**config.mk**
```make
export PLATFORM = sky130hd
export DESIGN_NAME = fetch_sequencer_flat
export DESIGN_NICKNAME = d
export VERILOG_FILES = /design/src/rtl/fetch_sequencer_if.sv /design/src/rtl/fetch_sequencer.sv /design/src/flat_wrapper.sv
export SDC_FILE = /design/constraint.sdc
export NUM_CORES = 1
export LEC_CHECK = 0
export BUFFER_PORTS_ARGS = -buffer_cell sky130_fd_sc_hd__buf_2
export CORE_MARGIN = 2
export CORE_UTILIZATION = 45
export DETAILED_ROUTE_END_ITERATION = 8
export PLACE_DENSITY = 0.73
export SLEW_MARGIN = 15
export SYNTH_ARGS = -nofsm -noshare
export SYNTH_HDL_FRONTEND = slang
export SYNTH_SLANG_ARGS = --single-unit
```
**constraint.sdc**
```tcl
create_clock -name clk -period 3.4 [get_ports clk]
set_clock_uncertainty 0.1 [all_clocks]
set_input_delay 0.68 -clock clk [delete_from_list [all_inputs] [get_ports clk]]
set_output_delay 0.68 -clock clk [all_outputs]
set_load 0.02 [all_outputs]
```
**src/rtl/fetch_sequencer_if.sv**
```systemverilog
// ----------------------------------------------------------------------------
// fetch_sequencer_if
// Bundles the instruction-fetch sequencer's bus traffic: the instruction ROM
// side (address, benchmark select, read data), the IF-stage output toward
// decode (valid/instr/pc with ready back-pressure) and the branch redirect.
//
// Signals
//   imem_addr      64  byte address presented to the instruction ROM
//   imem_test_sel   4  benchmark select presented to the instruction ROM
//   imem_instr     32  combinational ROM read data for imem_addr
//   if_valid        1  if_instr/if_pc hold a fetched word
//   if_instr       32  fetched instruction
//   if_pc          64  address of if_instr
//   id_ready        1  decode accepts the word this cycle
//   redirect_valid  1  branch/flush request
//   redirect_pc    64  redirect target
//
// Modports
//   master : the fetch sequencer
//   slave  : the environment (ROM, decode stage, branch unit)
// ----------------------------------------------------------------------------
interface fetch_sequencer_if;
    logic [63:0] imem_addr;
    logic [3:0]  imem_test_sel;
    logic [31:0] imem_instr;
    logic        if_valid;
    logic [31:0] if_instr;
    logic [63:0] if_pc;
    logic        id_ready;
    logic        redirect_valid;
    logic [63:0] redirect_pc;

    modport master (
        output imem_addr,
        output imem_test_sel,
        input  imem_instr,
        output if_valid,
        output if_instr,
        output if_pc,
        input  id_ready,
        input  redirect_valid,
        input  redirect_pc
    );

    modport slave (
        input  imem_addr,
        input  imem_test_sel,
        output imem_instr,
        input  if_valid,
        input  if_instr,
        input  if_pc,
        output id_ready,
        output redirect_valid,
        output redirect_pc
    );
endinterface

```
**src/rtl/fetch_sequencer.sv**
```systemverilog
// ----------------------------------------------------------------------------
// fetch_sequencer
// Instruction-fetch controller. Owns the PC, drives the instruction ROM address
// and the latched benchmark select, and registers each fetched word into an
// IF-stage output with a valid/ready handshake toward decode. Handles decode
// stalls, branch-redirect flushes and halting at the end of instruction memory.
//
// Parameters
//   RESET_PC   PC loaded on reset release (word aligned)
//   MEM_BYTES  instruction ROM size in bytes (power of two, > 4)
//
// Ports
//   clk           in   clock, all state updates on rising edge
//   reset_n       in   asynchronous active-low reset
//   cfg_test_sel  in   benchmark select, sampled once in START
//   bus           --   fetch_sequencer_if.master (ROM, IF-stage, redirect)
//   halted        out  sequencer sits in HALT
//   err_misalign  out  sticky flag: a misaligned redirect target was seen
//   perf_fetches  out  words handed to decode
//   perf_stalls   out  cycles with a held word that decode refused
//
// Optional feature
//   FETCH_PERF_CNT_EN  when defined, builds the saturating performance
//                      counters; otherwise perf_fetches/perf_stalls are 0.
// ----------------------------------------------------------------------------
module fetch_sequencer #(
    parameter logic [63:0] RESET_PC  = 64'h0,
    parameter int          MEM_BYTES = 1024
) (
    input  logic                      clk,
    input  logic                      reset_n,
    input  logic [3:0]                cfg_test_sel,
    fetch_sequencer_if.master         bus,
    output logic                      halted,
    output logic                      err_misalign,
    output logic [31:0]               perf_fetches,
    output logic [31:0]               perf_stalls
);

    typedef enum logic [1:0] {
        ST_START = 2'd0,
        ST_RUN   = 2'd1,
        ST_HALT  = 2'd2
    } state_t;

    localparam logic [63:0] MEM_LIMIT = 64'(MEM_BYTES);

    // Force a byte address onto a 4-byte word boundary.
    function automatic logic [63:0] align_word(input logic [63:0] addr);
        return {addr[63:2], 2'b00};
    endfunction

    state_t      state_r;
    logic [63:0] pc_r;
    logic        if_valid_r;
    logic [31:0] if_instr_r;
    logic [63:0] if_pc_r;
    logic [3:0]  test_sel_r;
    logic        halted_r;
    logic        err_misalign_r;

    logic        load_s;
    logic        redirect_take_s;
    logic        at_end_s;
    logic        misaligned_s;
    logic [63:0] redirect_target_s;

    // The output register may be refilled when it is empty or being consumed.
    assign load_s            = !if_valid_r || bus.id_ready;
    // Redirects are meaningless before the benchmark select is latched.
    assign redirect_take_s   = bus.redirect_valid && (state_r != ST_START);
    // Last whole word must fit below MEM_BYTES; compare at full 64-bit width.
    assign at_end_s          = (pc_r + 64'd3) >= MEM_LIMIT;
    assign misaligned_s      = (bus.redirect_pc[1:0] != 2'b00);
    assign redirect_target_s = align_word(bus.redirect_pc);

    // Sequencer FSM: PC, IF-stage output register, select latch and status flags.
    always_ff @(posedge clk or negedge reset_n) begin
        if (!reset_n) begin
            state_r        <= ST_START;
            pc_r           <= RESET_PC;
            if_valid_r     <= 1'b0;
            if_instr_r     <= 32'h0;
            if_pc_r        <= 64'h0;
            test_sel_r     <= 4'h0;
            halted_r       <= 1'b0;
            err_misalign_r <= 1'b0;
        end else begin
            case (state_r)
                ST_START: begin
                    test_sel_r <= cfg_test_sel;
                    state_r    <= ST_RUN;
                end
                ST_RUN: begin
                    if (redirect_take_s) begin
                        // Flush wins over a stall: the held word is dropped.
                        if_valid_r <= 1'b0;
                        pc_r       <= redirect_target_s;
                        if (misaligned_s) begin
                            err_misalign_r <= 1'b1;
                        end else begin
                            err_misalign_r <= err_misalign_r;
                        end
                    end else if (load_s) begin
                        if (at_end_s) begin
                            if_valid_r <= 1'b0;
                            halted_r   <= 1'b1;
                            state_r    <= ST_HALT;
                        end else begin
                            if_instr_r <= bus.imem_instr;
                            if_pc_r    <= pc_r;
                            if_valid_r <= 1'b1;
                            pc_r       <= pc_r + 64'd4;
                        end
                    end else begin
                        // Stall: everything holds so no word is lost or duplicated.
                        pc_r <= pc_r;
                    end
                end
                ST_HALT: begin
                    if (redirect_take_s) begin
                        pc_r     <= redirect_target_s;
                        halted_r <= 1'b0;
                        state_r  <= ST_RUN;
                        if (misaligned_s) begin
                            err_misalign_r <= 1'b1;
                        end else begin
                            err_misalign_r <= err_misalign_r;
                        end
                    end else begin
                        if_valid_r <= 1'b0;
                    end
                end
                default: begin
                    state_r    <= ST_START;
                    if_valid_r <= 1'b0;
                    halted_r   <= 1'b0;
                end
            endcase
        end
    end

    assign bus.imem_addr     = pc_r;
    assign bus.imem_test_sel = test_sel_r;
    assign bus.if_valid      = if_valid_r;
    assign bus.if_instr      = if_instr_r;
    assign bus.if_pc         = if_pc_r;
    assign halted            = halted_r;
    assign err_misalign      = err_misalign_r;

`ifdef FETCH_PERF_CNT_EN
    logic        transfer_s;
    logic        stall_s;
    logic [31:0] perf_fetches_r;
    logic [31:0] perf_stalls_r;

    assign transfer_s = if_valid_r && bus.id_ready;
    // A cycle spent flushing is not counted as a stall.
    assign stall_s    = if_valid_r && !bus.id_ready && !bus.redirect_valid;

    // Saturating performance counters, cleared only by reset.
    always_ff @(posedge clk or negedge reset_n) begin
        if (!reset_n) begin
            perf_fetches_r <= 32'h0;
            perf_stalls_r  <= 32'h0;
        end else begin
            if (transfer_s && (perf_fetches_r != 32'hFFFF_FFFF)) begin
                perf_fetches_r <= perf_fetches_r + 32'd1;
            end else begin
                perf_fetches_r <= perf_fetches_r;
            end
            if (stall_s && (perf_stalls_r != 32'hFFFF_FFFF)) begin
                perf_stalls_r <= perf_stalls_r + 32'd1;
            end else begin
                perf_stalls_r <= perf_stalls_r;
            end
        end
    end

    assign perf_fetches = perf_fetches_r;
    assign perf_stalls  = perf_stalls_r;
`else
    assign perf_fetches = 32'h0;
    assign perf_stalls  = 32'h0;
`endif

endmodule

```
**src/flat_wrapper.sv**
```systemverilog
// flat-port wrapper written by rule: the top's interface ports become plain ports
module fetch_sequencer_flat 
#(
    parameter logic [63:0] RESET_PC  = 64'h0,
    parameter int          MEM_BYTES = 1024
)
  (clk, reset_n, cfg_test_sel, halted, err_misalign, perf_fetches, perf_stalls, bus_imem_addr, bus_imem_test_sel, bus_imem_instr, bus_if_valid, bus_if_instr, bus_if_pc, bus_id_ready, bus_redirect_valid, bus_redirect_pc);
  fetch_sequencer_if bus_i ();
  input  logic clk;
  input  logic reset_n;
  input  logic [3:0] cfg_test_sel;
  output logic halted;
  output logic err_misalign;
  output logic [31:0] perf_fetches;
  output logic [31:0] perf_stalls;
  output wire logic [$bits(bus_i.imem_addr)-1:0] bus_imem_addr;
  output wire logic [$bits(bus_i.imem_test_sel)-1:0] bus_imem_test_sel;
  input wire logic [$bits(bus_i.imem_instr)-1:0] bus_imem_instr;
  output wire logic [$bits(bus_i.if_valid)-1:0] bus_if_valid;
  output wire logic [$bits(bus_i.if_instr)-1:0] bus_if_instr;
  output wire logic [$bits(bus_i.if_pc)-1:0] bus_if_pc;
  input wire logic [$bits(bus_i.id_ready)-1:0] bus_id_ready;
  input wire logic [$bits(bus_i.redirect_valid)-1:0] bus_redirect_valid;
  input wire logic [$bits(bus_i.redirect_pc)-1:0] bus_redirect_pc;
  assign bus_imem_addr = bus_i.imem_addr;
  assign bus_imem_test_sel = bus_i.imem_test_sel;
  assign bus_i.imem_instr = bus_imem_instr;
  assign bus_if_valid = bus_i.if_valid;
  assign bus_if_instr = bus_i.if_instr;
  assign bus_if_pc = bus_i.if_pc;
  assign bus_i.id_ready = bus_id_ready;
  assign bus_i.redirect_valid = bus_redirect_valid;
  assign bus_i.redirect_pc = bus_redirect_pc;
  fetch_sequencer #(.RESET_PC(RESET_PC), .MEM_BYTES(MEM_BYTES)) u_core (.clk(clk), .reset_n(reset_n), .cfg_test_sel(cfg_test_sel), .bus(bus_i), .halted(halted), .err_misalign(err_misalign), .perf_fetches(perf_fetches), .perf_stalls(perf_stalls));
endmodule
```
==> results.py, run 1 <==
metrics = {
    "routing": {
        "viasPerCell": 5.47,
        "ant_nets": 0,
        "drtPass1Iterations": 5,
        "drt-initial-drc-count": 599,
        "post_drt_wl_per_cell_um": 17.6,
        "wirelength_um": 23400,
        "drc": 0,
        "num_vias": 7256,
    },
    "sta": {
        "max_freq_ghz": 0.331,
        "fin_crit_sh": 0.888,
        "rsz0062_at_grt": "false",
        "slew_viol_final": 0,
        "setup_violations": 0,
        "tightest_slew_ps": 710,
        "slew-limit-headroom": 0.523,
        "hold_viol": 0,
        "min_period_ps": 3020,
        "tns_ps": 0,
        "hold_ws_ps": 375,
    },
    "synthesis": {
        "async_flop_share": 1.00,
        "synthFlopType": "dfrtp_1",
        "yosysSeqAreaShare": 0.504,
        "yosysWarnings": 0,
        "synth.avg_cell_area_um2": 9.90,
        "synthTopCellsByCount": "dfrtp_1 (165), a21oi_1 (102), buf_4 (68)",
        "synthTopCellsByArea": "dfrtp_1 (50%), a21oi_1 (6.2%), buf_4 (6.2%)",
        "yosysTopAreaCell": "dfrtp_1",
        "synth_area_um2": 8200,
        "synth_most_common_cell": "dfrtp_1",
        "ys_types": 51,
        "synth_seq_cells": 165,
        "synth_top_area_share": 0.504,
        "synth_edf_count": 0,
        "syn_inst": 828,
    },
    "global_routing": {
        "grt_pass1_vias": 6764,
        "antenna_found_initial": 4,
        "grt_max_degree": 95,
        "grt_usage": 0.237,
        "grt-ovfl-total": 0,
        "grt_first_pass_wirelength_um": 36800,
    },
    "clock_network": {
        "insertion_delay_ps": 420,
        "clk_pin_slew_ps": 70,
        "cts_sinks": 165,
        "cts_resized": 0,
        "cts_setup_buffers": 0,
        "cts_buffers": 17,
        "clock_path_buffers": 2,
        "cts_tree": "done",
        "clock-root-buffer": "clkbuf_16",
        "h-tree-depth": 4,
    },
    "power_and_ir_drop": {
        "cellPowerDensity_nw_per_um2": 857,
        "leakage_nw": 5.21,
        "ir_drop_mv": 0.518,
    },
    "worst_setup_path": {
        "r2r-start": "u_core.bus.imem_addr[46]$_DFFE_PN0P_",
        "path_buf_inv": 1,
        "cp_data_arrival_time_ps": 3210,
        "critPathKind": "flop to flop",
        "cp_max_fo": 25,
        "cp_slowest_cell": "or4_4",
        "cp_data_required_time_ps": 3590,
        "cp_common_cell": "o21ai_0",
        "startpoint": "u_core.bus.imem_addr[46]$_DFFE_PN0P_",
        "startpoint_type": "flop",
        "max_stage_delay_ps": 600,
        "cpLargestDelayFamily": "simple AND/OR/NAND/NOR gates",
        "cp-end-kind": "flop",
        "crit_path_cell_trace": "nor4_1 -> nand4_1 -> or4_4 -> o31a_1 -> buf_4 -> o21ai_0 -> o21ai_0",
    },
    "floorplan": {
        "fp.dieW_um": 139,
        "rows": 49,
        "start_util": 0.458,
        "core_um2": 17900,
        "dieHeight_um": 139,
        "dieArea_um2": 19300,
        "ioPinCount": 335,
    },
    "status": {
        "run_status": "finished clean",
    },
    "cells_and_area": {
        "drive_gt1_frac": 0.342,
        "area_delta_synth_final_pct": 25.4,
        "fin_nets": 1190,
    },
    "run": {
        "drv_cap": 0,
    },
    "placed_design": {
        "gp_congestion": 0.852,
        "io_buffers": 266,
        "hpwlAfterDp_um": 17000,
    },
    "worst_hold_path": {
        "hp-class": "flop to flop",
        "hold_start": "u_core.err_misalign$_DFFE_PN0P_",
    },
}
==> power breakdown <==
| group | total, W | internal, W | switching, W | leakage (nW) |
|---|---|---|---|---|
| Combinational | 0.00363 | 0.00126 | 0.00237 | 2.77 |
| Sequential | 0.00299 | 0.00237 | 0.000617 | 2.11 |
| Clock | 0.00219 | 0.00129 | 0.000908 | 0.333 |
==> layout by cell type (no fill, tap or decap), drive strengths merged, types with 12 or more instances in the layout <==
master and count:
mux2 45, and2 58, conb 68, buf 285
inv 19, and3 12, nor4 24, dfrtp 165
clkbuf 17, nand4 16, nand2 59, nand3 30
nor2 22, a21oi 102, o21ai 53, o22ai 24
==> flip-flops by register name, indices dropped and copies added (netlist names) <==
register and cells:
u_core.bus.if_instr 32, u_core.bus.if_pc 62, u_core.bus.imem_addr 62, u_core.bus.if_valid 1
u_core.bus.imem_test_sel 4, u_core.halted 1, u_core.err_misalign 1, u_core.state_r 2
==> timing repair <==
action                                 in CTS  in global routing
hold buffers                                1                  0
setup endpoints to repair                   0                  0
endpoints found under the hold margin      16                  0
==> per-stage QoR <==
stage                      util  cells  setup slack (ps)  power [W]  instance area (um^2)
after global routing      0.574   1326              87.9    0.00935                 10300
final                     0.574   1327               381    0.00881                 10300
after CTS                 0.574   1324               367    0.00881                 10300
after detailed placement  0.535   1291               393    0.00659                  9580
after floorplan               -    895               788    0.00544                  8450
after global placement    0.535   1291               471    0.00650                  9580
==> final cells by class <==
type                       count  area, um^2
antenna                        3        7.51
clock buffer                  17         425
clock inverter                15         251
fill                        1552        7620
inverter                      10        37.5
multi-input combinational    602        3580
sequential                   165        4130
tap                          229         287
timing repair buffer         286        1570
==> final timing paths <==
check                                                            end  slack, ps  depth (start not counted)
worst max-delay path             u_core.bus.imem_addr[4]$_DFFE_PN0P_        380                          7
worst min-delay path                 u_core.err_misalign$_DFFE_PN0P_        380                          1
worst max register to register   u_core.bus.imem_addr[4]$_DFFE_PN0P_        380                          7
worst min register to register       u_core.err_misalign$_DFFE_PN0P_        380                          1
max in group asynchronous        u_core.bus.imem_addr[7]$_DFFE_PN0P_       1950                          3
min in group asynchronous       u_core.bus.imem_addr[32]$_DFFE_PN0P_        560                          2
==> per-layer routing <==
metal  GRT usage  up-vias  wire [um]
li1            -     3369          -
met2       0.377      379      11200
met3      0.0611       50       1920
met5           0        -         13
met4      0.0861        2        678
met1       0.314     3456       9560
==> worst register-to-register path: cells and delay by family, from the launching register on <==
family,cells,cell delay (ps)
buf+inv,1,290
compound gates,3,750
simple gates,3,1300
flops,1,450
==> logic make-up after synthesis <==
kind of cell	share of synthesized area
mux	0.0643
fa+ha+maj	0.00611
buf+inv	0.0919
simple gates	0.166
compound gates	0.168
flops	0.504
other cells	0.000458
Power figures use the tool's default switching activity.
==> inputs of run 2 (changes only) <==
- BUFFER_PORTS_ARGS: -buffer_cell sky130_fd_sc_hd__buf_2 -> default
- DONT_BUFFER_PORTS: default -> 1
- PLACE_DENSITY: 0.73 -> 0.58
==> results.py, run 2 (synthesis gave the netlist of run 1 again) <==
metrics = {
    "global_routing": {
        "grt_first_pass_wirelength_um": 35600,
        "grt_max_degree": 166,
        "grt_usage": 0.233,
        "grt-ovfl-total": 0,
        "grt_pass1_vias": 6207,
        "antenna_found_initial": 3,
    },
    "worst_setup_path": {
        "cp_data_arrival_time_ps": 3280,
        "critPathKind": "flop to flop",
        "crit_path_cell_trace": "nor4_1 -> nand4_1 -> or4_4 -> o31a_1 -> buf_4 -> o21ai_0 -> o21ai_0",
        "cp_common_cell": "o21ai_0",
        "max_stage_delay_ps": 580,
        "startpoint_type": "flop",
        "cp_data_required_time_ps": 3590,
        "path_buf_inv": 1,
        "cp_max_fo": 29,
        "cpLargestDelayFamily": "simple AND/OR/NAND/NOR gates",
        "cp_slowest_cell": "nor4_1",
        "cp-end-kind": "flop",
        "r2r_setup_slack_ps": 310,
    },
    "status": {
        "violations": "negative hold slack",
        "run_status": "finished with violations",
    },
    "routing": {
        "num_vias": 6345,
        "drt-initial-drc-count": 480,
        "drtPass1Iterations": 5,
        "drc": 0,
        "ant_nets": 0,
        "wl_met2_um": 11000,
        "met1_length_um": 8980,
        "viasPerCell": 5.87,
        "routed.top_layer": "met5",
        "wirelength_um": 22900,
        "met3_length_um": 2330,
        "post_drt_wl_per_cell_um": 21.1,
    },
    "floorplan": {
        "rows": 49,
        "core_um2": 17900,
        "ioPinCount": 335,
        "fp.dieW_um": 139,
        "dieHeight_um": 139,
        "dieArea_um2": 19300,
        "start_util": 0.458,
    },
    "worst_hold_path": {
        "hp-class": "input pin to asynchronous set/reset pin",
    },
    "sta": {
        "fin_crit_sh": 0.909,
        "hold_ws_ps": -168,
        "max_freq_ghz": 0.324,
        "slew-limit-headroom": 0.598,
        "slew_viol_final": 0,
        "tightest_slew_ps": 599,
        "hold_viol": 165,
        "min_period_ps": 3090,
        "tns_ps": 0,
        "rsz0062_at_grt": "false",
        "setup_violations": 0,
        "worst_slack_ps": 310,
    },
    "cells_and_area": {
        "area_delta_synth_final_pct": 9.83,
        "design_area_um2": 9000,
        "final_cell_mix": "dfrtp_1 (165), a21oi_1 (102), conb_1 (68)",
        "layout_commonest_cell": "dfrtp_1",
        "fin_nets": 945,
        "drive_gt1_frac": 0.153,
    },
    "power_and_ir_drop": {
        "clkPwrFrac": 0.237,
        "net-switching-power_w": 0.00388,
        "leakage_nw": 4.08,
        "p_int_w": 0.00448,
        "ir_drop_mv": 0.440,
        "combPwrFrac": 0.372,
        "netSwitchingFraction": 0.464,
        "sequentialPowerShare": 0.390,
        "cellPowerDensity_nw_per_um2": 928,
    },
    "placed_design": {
        "gp_congestion": 0.826,
        "io_buffers": 0,
        "hpwlAfterDp_um": 16500,
        "placed_area_um2": 8370,
        "dp_slack_ps": 355,
    },
    "clock_network": {
        "cts_buffers": 17,
        "cts_setup_buffers": 0,
        "h-tree-depth": 4,
        "clk_pin_slew_ps": 80,
        "clock_path_buffers": 2,
        "clock-root-buffer": "clkbuf_16",
        "insertion_delay_ps": 430,
        "cts_sinks": 165,
        "cts_tree": "done",
    },
    "run": {
        "drv_cap": 0,
    },
}
==> run 2: cell types whose count changed in the layout (fill, tap and decap cells not counted), sizes merged, moves of 2 or more <==
cell | before | now
inv | 19 | 17
buf | 285 | 41
clkinv | 2 | 7
bufinv | 4 | 0
==> run 2: timing repair <==
| action | in CTS | in global routing |
|---|---|---|
| resized for setup | 0 | 0 |
| endpoints found under the hold margin | 165 | 165 |
| endpoints found under the setup margin | 0 | 0 |
==> run 2: per-layer routing <==
metal	vias up	GRT usage
met3	35	0.0908
met5	-	0
met2	350	0.373
li1	2873	-
met1	3085	0.288
met4	2	0.0861
==> run 2: area by class of cell <==
cell class	count	area, um^2
fillers	1652	8900
repair buffers	41	345
multi-input cells	602	3580
well taps	229	287
flip-flops and latches	165	4130
clock inverters	15	198
inverters	10	37.5
clock buffers	17	425
diodes	2	5.00
==> run 2: final timing paths <==
check,from,end,depth (start not counted)
min in group clk,cfg_test_sel[2],u_core.bus.imem_test_sel[2]$_DFFE_PN0P_,1
setup reg to reg,u_core.bus.imem_addr[25]$_DFFE_PN0P_,u_core.bus.imem_addr[4]$_DFFE_PN0P_,7
hold / removal,reset_n,u_core.bus.if_pc[49]$_DFFE_PN0P_,0
setup / recovery,u_core.bus.imem_addr[25]$_DFFE_PN0P_,u_core.bus.imem_addr[4]$_DFFE_PN0P_,7
hold reg to reg,u_core.state_r[1]$_DFFE_PN0P_,u_core.state_r[1]$_DFFE_PN0P_,2
max in group asynchronous,reset_n,u_core.bus.imem_addr[37]$_DFFE_PN0P_,0
==> run 2: stage by stage <==
step / utilization / cells / hold WS [ps] / total power, W
3_5_place_dp: 0.468 / 1047 / 286 / 0.00637
5_1_grt: 0.503 / 1080 / -192 / 0.00885
2_1_floorplan: - / 895 / 284 / 0.00544
4_1_cts: 0.503 / 1079 / -187 / 0.00837
6_report: 0.503 / 1081 / -168 / 0.00835
3_3_place_gp: 0.468 / 1047 / 288 / 0.00628
==> run 2: power groups by stage <==
stage	registers (W)	logic, W	clock network [W]
after floorplan	0.00329	0.00215	0
after global placement	0.00329	0.00299	0
after detailed placement	0.00330	0.00307	0
after CTS	0.00327	0.00309	0.00202
after global routing	0.00333	0.00343	0.00210
final	0.00326	0.00311	0.00198
